===== src/rtl/force_reg_pkg.sv =====
// Shared types and helpers for the force register bank.
// Channel FSM states and hold-counter width.
package force_reg_pkg;

  typedef enum logic [1:0] {
    ST_NORMAL = 2'd0,
    ST_FORCED = 2'd1,
    ST_HOLD   = 2'd2
  } chan_state_e;

  function automatic int hold_cnt_w(input int rh);
    return (rh < 2) ? 1 : $clog2(rh + 1);
  endfunction

endpackage


===== src/rtl/force_reg_channel.sv =====
// One force-able register channel: NORMAL/FORCED/HOLD FSM,
// release hold counter and data register. Optional FORCE_CNT_EN.
module force_reg_channel
  import force_reg_pkg::*;
#(
  parameter int WIDTH        = 4,
  parameter int RELEASE_HOLD = 1
) (
  input  logic             CLOCK,
  input  logic             RST,
  input  logic             select,
  input  logic [WIDTH-1:0] force_value,
  input  logic             load,
  input  logic [WIDTH-1:0] data_in,
  output logic [WIDTH-1:0] state,
  output logic             forced
`ifdef FORCE_CNT_EN
  ,
  output logic             force_entry
`endif
);

  localparam int CW = hold_cnt_w(RELEASE_HOLD);
  localparam logic [CW-1:0] HOLD_INIT = CW'(RELEASE_HOLD);

  chan_state_e      cur;
  chan_state_e      nxt;
  logic [CW-1:0]    cnt;
  logic [CW-1:0]    cnt_n;
  logic [WIDTH-1:0] data_n;

  always_ff @(posedge CLOCK) begin
    if (RST) begin
      cur    <= ST_NORMAL;
      cnt    <= '0;
      state  <= '0;
      forced <= 1'b0;
    end else begin
      cur    <= nxt;
      cnt    <= cnt_n;
      state  <= data_n;
      forced <= (nxt != ST_NORMAL);
    end
  end

  always_comb begin
    nxt    = cur;
    cnt_n  = cnt;
    data_n = state;
    unique case (cur)
      ST_NORMAL: begin
        if (select) begin
          data_n = force_value;
          nxt    = ST_FORCED;
        end else if (load) begin
          data_n = data_in;
        end
      end
      ST_FORCED: begin
        if (select) begin
          data_n = force_value;
        end else if (RELEASE_HOLD == 0) begin
          nxt = ST_NORMAL;
        end else begin
          nxt   = ST_HOLD;
          cnt_n = HOLD_INIT;
        end
      end
      ST_HOLD: begin
        if (select) begin
          data_n = force_value;
          nxt    = ST_FORCED;
          cnt_n  = '0;
        end else begin
          // Leaving at 1 means LOAD opens RELEASE_HOLD+1 cycles after release.
          cnt_n = cnt - 1'b1;
          if (cnt <= CW'(1)) begin
            nxt   = ST_NORMAL;
            cnt_n = '0;
          end
        end
      end
      default: begin
        nxt   = ST_NORMAL;
        cnt_n = '0;
      end
    endcase
  end

`ifdef FORCE_CNT_EN
  assign force_entry = select && (cur != ST_FORCED);
`endif

endmodule


===== src/rtl/force_reg_bank.sv =====
// Bank of independent force-able registers with packed I/O.
// Define FORCE_CNT_EN to add the saturating FORCE_CNT output.
module force_reg_bank
  import force_reg_pkg::*;
#(
  parameter int WIDTH        = 4,
  parameter int CHANNELS     = 4,
  parameter int RELEASE_HOLD = 1
) (
  input  logic                      CLOCK,
  input  logic                      RST,
  input  logic [CHANNELS-1:0]       SELECT,
  input  logic [WIDTH-1:0]          FORCE_VALUE,
  input  logic [CHANNELS-1:0]       LOAD,
  input  logic [CHANNELS*WIDTH-1:0] DATA_IN,
  output logic [CHANNELS*WIDTH-1:0] STATE,
  output logic [CHANNELS-1:0]       FORCED
`ifdef FORCE_CNT_EN
  ,
  output logic [7:0]                FORCE_CNT
`endif
);

`ifdef FORCE_CNT_EN
  logic [CHANNELS-1:0] entry;
`endif

  for (genvar i = 0; i < CHANNELS; i++) begin : g_ch
    force_reg_channel #(
      .WIDTH       (WIDTH),
      .RELEASE_HOLD(RELEASE_HOLD)
    ) u_ch (
      .CLOCK      (CLOCK),
      .RST        (RST),
      .select     (SELECT[i]),
      .force_value(FORCE_VALUE),
      .load       (LOAD[i]),
      .data_in    (DATA_IN[i*WIDTH +: WIDTH]),
      .state      (STATE[i*WIDTH +: WIDTH]),
      .forced     (FORCED[i])
`ifdef FORCE_CNT_EN
      ,
      .force_entry(entry[i])
`endif
    );
  end

`ifdef FORCE_CNT_EN
  // Any number of channels entering in one cycle counts once.
  always_ff @(posedge CLOCK) begin
    if (RST) begin
      FORCE_CNT <= '0;
    end else if (|entry && FORCE_CNT != 8'hFF) begin
      FORCE_CNT <= FORCE_CNT + 8'd1;
    end
  end
`endif

endmodule


===== config.mk =====
export PLATFORM = sky130hd
export DESIGN_NAME = force_reg_bank
export DESIGN_NICKNAME = d
export VERILOG_FILES = /design/src/rtl/force_reg_pkg.sv /design/src/rtl/force_reg_channel.sv /design/src/rtl/force_reg_bank.sv
export SDC_FILE = /design/constraint.sdc
export NUM_CORES = 1
export LEC_CHECK = 0
export BUFFER_PORTS_ARGS = -buffer_cell sky130_fd_sc_hd__buf_4
export CAP_MARGIN = 30
export CORE_ASPECT_RATIO = 1.75
export CORE_MARGIN = 2
export CORE_UTILIZATION = 45
export DETAILED_ROUTE_END_ITERATION = 6
export PLACE_DENSITY = 0.72
export SLEW_MARGIN = 20
export SYNTH_ARGS = -nofsm -noshare
export SYNTH_HDL_FRONTEND = slang
export SYNTH_SLANG_ARGS = --single-unit

===== constraint.sdc =====
create_clock -name CLOCK -period 2.6 [get_ports CLOCK]
set_input_delay 0.65 -clock CLOCK [delete_from_list [all_inputs] [get_ports CLOCK]]
set_output_delay 0.65 -clock CLOCK [all_outputs]
set_load 0.03 [all_outputs]

# [After elaboration in Yosys (flattened, before gate mapping)]
# Cells that the tools add are included.
[totals] ff_bits=32 latch_bits=0 ram_bits=0 mem_bits_ro=0 inputBits=30 out_inout_bits=20 elab_cells=124 n_memories=0
[op_classes] add_sub_neg=4 n_mul=0 div_mod_pow=0 magnitude_cmp=4 n_eq_ne=20 shifts=0 muxes=52 bitwise=4 reduce_logical=24
[ops] cell="$mux W4" n=12
[ops] cell="$mux W2" n=16
[ops] cell="$pmux W4 S2" n=4
[ops] cell="$pmux W2 S3" n=4
[ops] cell="$reduce_bool A2 Y1" n=8
[ops] cell="$mux W1" n=12
[ops] cell="$ne A3 B3 Y1 const B" n=4
[ops] cell="$pmux W1 S3" n=4
[ops] cell="$reduce_and A3 Y1" n=4
[ops] cell="$eq A2 B1 Y1 const B" n=4
[ops] cell="$eq A2 B2 Y1 const B" n=4
[ops] cell="$logic_not A2 Y1" n=4
[ops] cell="$ne A2 B1 Y1 const B" n=4
[ops] cell="$ne A2 B2 Y1 const B" n=4
[ops] cell="$reduce_and A2 Y1" n=4
[ops] cell="$reduce_or A2 Y1" n=4
[ops] cell="$le A1 B1 Y1 const B" n=4
[ops] cell="$not A1 Y1" n=4
[ops] cell="$sub A1 B1 Y1 const B" n=4

# [Longest topological paths before layout]
# Gate-level depths: netlist of the first run.
[depth] word_depth=5 mapped_depth=6

# [By module]
# Synthesis of the first run repeated with hierarchy kept, for this count alone.
[hier_totals] cells_unflattened=171 hier_area_um2=1510.2
[modules_own_cells] mod="force_reg_channel at g_ch[0].u_ch ..." n_inst=3 cells_each=43 area_each_um2=374.1 seq_area_each_um2=140.1
[modules_own_cells] mod="force_reg_channel at g_ch[3].u_ch" n_inst=1 cells_each=42 area_each_um2=387.9 seq_area_each_um2=140.1

# [Worst setup path after synthesis of the first run]
# OpenSTA, ideal clock, no wires.
[synth_timing] path_kind="input-to-reg" from="input port LOAD[1]" to="register g_ch[1].u_ch.state[0]" setup_time_ns=0.115 arrival_ns=1.264 required_time_ns=2.485 path_slack_ns=1.221 stages=4 path_buffers=0 path_cell_list="and2b_4 o21ai_4 and2b_4 o21a_1"
[synth_between] elab_chain_cells=2
[synth_rtl] item="start, declared" line="force_reg_bank.sv:14" text="input logic [CHANNELS-1:0] LOAD,"
[synth_rtl] item="$ne A3 B3 Y1 (no source line)"
[synth_rtl] item="$reduce_and A3 Y1 (no source line)"
[synth_rtl] item="end signal, assigned" line="force_reg_channel.sv:41" text="state <= data_n;"
[synth_rtl] item="end, declared" line="force_reg_channel.sv:15" text="output logic [WIDTH-1:0] state,"
# Every way passes these cells.
# A chain may end at the register's enable or synchronous reset.

# [Final worst setup path of the first run]
[layout_timing] from="register g_ch[0].u_ch.cur[0]" to="register g_ch[0].u_ch.state[2]"
[layout_between] elab_chain_cells=4 elab_cells_between_ends=9
[layout_rtl] item="start, declared" line="force_reg_channel.sv:26" text="chan_state_e cur;"
[layout_rtl] item="start signal, assigned" line="force_reg_channel.sv:39" text="cur <= nxt;"
[layout_rtl] item="$eq A2 B1 Y1 or $eq A2 B2 Y1 (tied branches)" line="force_reg_channel.sv:50" text="unique case (cur)"
[layout_rtl] item="$reduce_or A2 Y1 (no source line)"
[layout_rtl] item="$ne A2 B1 Y1 (no source line) or $reduce_bool A2 Y1 (tied branches)"
[layout_rtl] item="$reduce_and A3 Y1 (no source line)"
[layout_rtl] item="end signal, assigned" line="force_reg_channel.sv:41"
[layout_rtl] item="end, declared" line="force_reg_channel.sv:15"
# Parallel ways exist; a longest one is shown, timed or not.

==> results_dict.tcl, run 1 <==
set metrics [dict create \
    rsz0062_at_grt "false" \
    grt_max_degree 29 \
    hold_ws_ps 473 \
    min_period_over_period_pct 56.8 \
    vias 1419 \
    setup_viol 0 \
    grtUsageTotal_pct 17.5 \
    routed_wl_um 3410 \
    cts_tree "built" \
    dp_hpwl_um 2710 \
    final_hold_viol_count 0 \
    postSynthAreaPerCell_um2 9.04 \
    async_reset_ff_share_pct 0 \
    crit_fanout 5 \
    cts_buffers 3 \
    period_minus_slack_ps 1480 \
    finalNetCount 269 \
    syn_nets 223 \
    grt_pass1_wl_um 5820 \
    clock_latency_ps 260 \
    clock_skew_ps 1.50 \
    endpoint_kind "flip-flop" \
    htreeDepth 1 \
    seqPwrFrac_pct 44.7 \
    cts_setup_buffers 0 \
    cts_root_buf "clkbuf_8" \
    ys_types 21 \
    holdBufCountCts 0 \
    yosys_warnings 0 \
    dpl.cell_count 263 \
    drt-vias-per-instance 5.33 \
    syn_area_um2 1600 \
    pin_count 50 \
    rows 28 \
    hold_path.class "reg -> reg" \
    worstMarginPinSlew_ps 303 \
    post_drt_wl_per_cell_um 12.8 \
    die-area_um2 4070 \
    area_delta_synth_final_pct 25.8 \
    place_ws_ps 1070 \
    antenna_found_initial 0 \
    ys_seq_elements 28 \
    drt.antenna.violating_nets 0 \
    drt-initial-drc-count 8 \
    status "completed" \
    io_buffers 49 \
    drc_errors 0 \
    worst_ir_drop_vdd_v 0.000356 \
    core-area_um2 3400 \
    finalWeightedCongestion 0.827 \
    cellLeakagePower_uw 0.000863 \
    layout-drive-gt1-share_pct 30.8 \
    switchingPower_uw 378 \
    finalNonFillerCells 266 \
    swShare_pct 33.1 \
    worstPathArrival_ps 1690 \
    grt-ovfl-total 0 \
    synth_top_cell_area_share_pct 35.0 \
    ys.flop_type "dfxtp_1" \
    clkTransAtPathRegs_ps 90 \
    synth-seq-area-share_pct 35.0 \
    clock_path_buffers 2 \
    crit_required_ps 2810 \
    maxCapViolations 0 \
    antenna_cells 0 \
    start_kind "flip-flop" \
    ys_top_cells_by_area "dfxtp_1, ha_1, o21a_1, a21oi_1, a31oi_1" \
    synth_edf_count 0 \
    first_pass_iters 4 \
    max_freq_mhz 677 \
    setup_ws_ps 1120 \
    die_w_um 49.1 \
    slew_viol_final 0 \
    crit_type "reg -> reg" \
    initial_core_util_pct 47.1 \
    intPower_uw 764 \
    cts.sinks 28 \
    p_clk_share_pct 19.9 \
    cellPowerDensity_nw_per_um2 567 \
    hold_depth 1 \
    final_util_pct 59.2 \
    synth_top_cell_by_area "dfxtp_1" \
    ctsResizeCount 0 \
    synth_cells 177 \
    die_height_um 82.9 \
    p_comb_share_pct 35.5 \
    ff2ff_path_depth 5 \
    tns_ps 0 \
    grt_pass1_vias 1355 \
    slew_headroom_pct 79.8 \
    synth.most_common_cell "dfxtp_1" \
    yosys-top-cells-count "dfxtp_1, a21oi_1, o21ai_0" \
]
==> per-layer routing <==
layer | global-route usage, % | wire, um | share of wire (%)
met5 | 0 | 0 | 0
met4 | 6.75 | 60 | 1.8
met3 | 2.88 | 149 | 4.4
met2 | 33.3 | 1920 | 56
met1 | 18.4 | 1280 | 37
==> stage by stage <==
stage,power (uW),area (um2)
global route,1220,2010
finish,1140,2010
floorplan,799,1600
CTS,1150,2010
global placement,924,1970
detailed placement,929,1970
==> cells in the final DEF (no fill, tap or decap) <==
| cell | n |
|---|---|
| and2b_4 | 7 |
| o21a_1 | 16 |
| clkinv_2 | 1 |
| o21ai_4 | 4 |
| mux2i_1 | 2 |
| o21ai_1 | 7 |
| nor2_1 | 5 |
| nor2b_4 | 1 |
| buf_4 | 49 |
| ha_1 | 16 |
| nand3_1 | 3 |
| inv_1 | 8 |
| dfxtp_1 | 28 |
| a31oi_1 | 16 |
| a211oi_1 | 5 |
| nor3b_1 | 4 |
| nor3_1 | 1 |
| clkbuf_8 | 3 |
| inv_2 | 3 |
| a21oi_1 | 22 |
| o21ai_0 | 20 |
==> cell families after synthesis <==
| group | after synthesis | synth area share [%] |
|---|---|---|
| AO/OA/AOI/OAI | 90 | 35.5 |
| flip-flops | 28 | 35.0 |
| AND/OR/NAND/NOR | 21 | 9.54 |
| buffers and inverters | 20 | 6.18 |
| adder cells (fa/ha/maj) | 16 | 12.5 |
| multiplexers | 2 | 1.25 |
==> worst max-delay path, cell delays in order, from the launching register on <==
cell and delay (ps):
dfxtp_1 430, inv_1 100, ha_1 380, o21ai_4 220, and2b_4 200, o21a_1 100
==> area by class of cell <==
| type | count | area (um2) |
|---|---|---|
| Sequential cell | 28 | 561 |
| Clock buffer | 3 | 41.3 |
| Multi-Input combinational cell | 129 | 941 |
| Tap cell | 45 | 56.3 |
| Fill cell | 316 | 1390 |
| Inverter | 12 | 46.3 |
| Timing Repair Buffer | 49 | 368 |
==> path summary, 6_finish.rpt <==
path	slack [ps]	end	from
setup / recovery	1120	g_ch[0].u_ch.state[2]$_SDFFE_PP0P_	g_ch[0].u_ch.cur[0]$_SDFF_PP0_
hold / removal	470	g_ch[0].u_ch.state[0]$_SDFFE_PP0P_	g_ch[0].u_ch.state[0]$_SDFFE_PP0P_
setup reg to reg	1120	g_ch[0].u_ch.state[2]$_SDFFE_PP0P_	g_ch[0].u_ch.cur[0]$_SDFF_PP0_
hold reg to reg	470	g_ch[0].u_ch.state[0]$_SDFFE_PP0P_	g_ch[0].u_ch.state[0]$_SDFFE_PP0P_
==> power groups by stage <==
stage / Combinational, uW / Sequential [uW] / Clock, uW
floorplan: 221 / 578 / 0
global placement: 404 / 520 / 0
detailed placement: 408 / 521 / 0
CTS: 408 / 511 / 234
global route: 441 / 518 / 258
finish: 405 / 510 / 227
==> registers in the layout, summed over array words and instances (netlist names) <==
name              cells
g_ch.u_ch.cur         8
g_ch.u_ch.forced      4
g_ch.u_ch.state      16
No activity file was read; power rests on OpenSTA's default activity.
==> run 2: changes to the inputs <==
==> constraint.sdc (replaced) <==
create_clock -name CLOCK -period 1.5 [get_ports CLOCK]
set_input_delay 0.375 -clock CLOCK [delete_from_list [all_inputs] [get_ports CLOCK]]
set_output_delay 0.375 -clock CLOCK [all_outputs]
set_load 0.03 [all_outputs]
==> results_dict.tcl, run 2 (synthesized netlist as in run 1, its figures left out) <==
set metrics [dict create \
    grt-ovfl-total 0 \
    cpPeakStageDelay_ps 380 \
    status "completed" \
    largest_reg_flops 16 \
    seqPwrFrac_pct 39.5 \
    dp_hpwl_um 2970 \
    worstPathArrival_ps 1640 \
    worst_ir_drop_vdd_v 0.000627 \
    hp-start "SELECT[1]" \
    finalWeightedCongestion 0.847 \
    tns_ps 0 \
    critPathBufInv 1 \
    area_delta_synth_final_pct 30.6 \
    cellLeakagePower_uw 0.000908 \
    cts_buffers 3 \
    cp_slowest_cell "dfxtp_2" \
    hold_path.class "in -> reg" \
    max_freq_mhz 712 \
    finalNetCount 275 \
    top_register "g_ch.u_ch.state" \
    setup_ws_ps 94.6 \
    cts.sinks 28 \
    p_clk_share_pct 27.2 \
    grt_pass1_wl_um 6150 \
    grt_max_degree 29 \
    clkTransAtPathRegs_ps 100 \
    vias 1461 \
    intPower_uw 1520 \
    final_cell_mix "buf_4, dfxtp_1, a21oi_1" \
    endpoint_kind "flip-flop" \
    crit_type "reg -> reg" \
    cts_root_buf "clkbuf_8" \
    path_delay_family "flip-flops" \
    maxCapViolations 0 \
    core-area_um2 3400 \
    drc_errors 0 \
    cellPowerDensity_nw_per_um2 1060 \
    swShare_pct 31.5 \
    layout-drive-gt1-share_pct 33.8 \
    worstMarginPinSlew_ps 305 \
    routed_wl_um 3720 \
    startpoint "g_ch[2].u_ch.cur[0]$_SDFF_PP0_" \
    crit_fanout 5 \
    clock_skew_ps 9.79 \
    layout.cells.most_common "buf_4" \
    slew_viol_final 0 \
    rsz0062_at_grt "false" \
    die_height_um 82.9 \
    antenna_found_initial 0 \
    die-area_um2 4070 \
    cts_tree "built" \
    die_w_um 49.1 \
    filler_cell_count 325 \
    clock_path_buffers 2 \
    final_hold_viol_count 0 \
    min_period_over_period_pct 93.7 \
    clock_latency_ps 280 \
    rows 28 \
    place_ws_ps 68.4 \
    reg_top3 "g_ch.u_ch.state (16), g_ch.u_ch.cur (8), g_ch.u_ch.forced (4)" \
    antenna_cells 0 \
    crit_required_ps 1740 \
    worstReg2RegStart "g_ch[2].u_ch.cur[0]$_SDFF_PP0_" \
    first_pass_iters 4 \
    start_kind "flip-flop" \
    drt-initial-drc-count 10 \
    grt_pass1_vias 1416 \
    grtUsageTotal_pct 19.1 \
    p_comb_share_pct 33.3 \
    total_power_uw 2220 \
    period_minus_slack_ps 1410 \
    pin_count 50 \
    post_drt_wl_per_cell_um 13.6 \
    setup_viol 0 \
    path_cells "inv_1, ha_1, o21ai_4, and2b_4, o21a_1" \
    initial_core_util_pct 47.1 \
    switchingPower_uw 698 \
    slew_headroom_pct 79.7 \
    drt.antenna.violating_nets 0 \
    drt-vias-per-instance 5.35 \
    htreeDepth 1 \
    io_buffers 49 \
]
==> run 2: area by class of cell <==
type                       instances  area [um2]  share of cell area [%]
clock inverter                     1        30.0                    1.44
inverter                          12        46.3                    2.21
sequential                        28         563                    26.9
timing repair buffer              55         413                    19.7
multi-input combinational        129         941                    45.0
clock buffer                       3        41.3                    1.97
tap                               45        56.3                    2.69
==> run 2: worst reg2reg max path, delay by kind of cell, from the launching register on <==
kind	cells	cell delay, ps
AO/OA/AOI/OAI	2	320
adder cells (fa/ha/maj)	1	380
buffers and inverters	1	80
flip-flops	1	380
AND/OR/NAND/NOR	1	190
==> run 2: through the flow <==
stage	std cells	cell area, um2	hold slack [ps]	util [%]
floorplan	177	1600	493	-
global placement	269	2020	449	59.4
detailed placement	269	2020	454	59.4
CTS	273	2090	393	61.5
global route	273	2090	406	61.5
finish	273	2090	392	61.5
==> run 2: what timing repair did <==
action,4_1_cts,5_1_grt
gates resized for setup,0,2
endpoints found under the setup margin,0,8
setup buffers,0,0
endpoints found under the hold margin,0,0
hold buffers,0,0
==> run 2: per-layer routing <==
layer	part of all wire, %	up-vias	GRT usage, %	routed length [um]
met5	0	-	0	0
met4	1.5	0	8.31	57
met3	5.0	5	2.52	185
met2	59	42	37.7	2180
met1	35	672	18.6	1290
li1	-	742	-	-
==> run 2: final timing paths <==
path,endpoint,slack (ps),cells after the start
setup / recovery,g_ch[2].u_ch.state[1]$_SDFFE_PP0P_,90,5
hold / removal,g_ch[1].u_ch.forced$_SDFF_PP0_,390,3
setup reg to reg,g_ch[2].u_ch.state[1]$_SDFFE_PP0P_,90,5
hold reg to reg,g_ch[0].u_ch.state[3]$_SDFFE_PP0P_,470,1
==> run 2: power by group through the flow <==
| stage | Sequential, uW | Combinational (uW) | Clock, uW |
|---|---|---|---|
| after detailed placement | 894 | 743 | 0 |
| after floorplan | 1000 | 382 | 0 |
| after CTS | 877 | 744 | 615 |
| after global placement | 893 | 732 | 0 |
| after global routing | 888 | 800 | 642 |
| final | 877 | 738 | 603 |
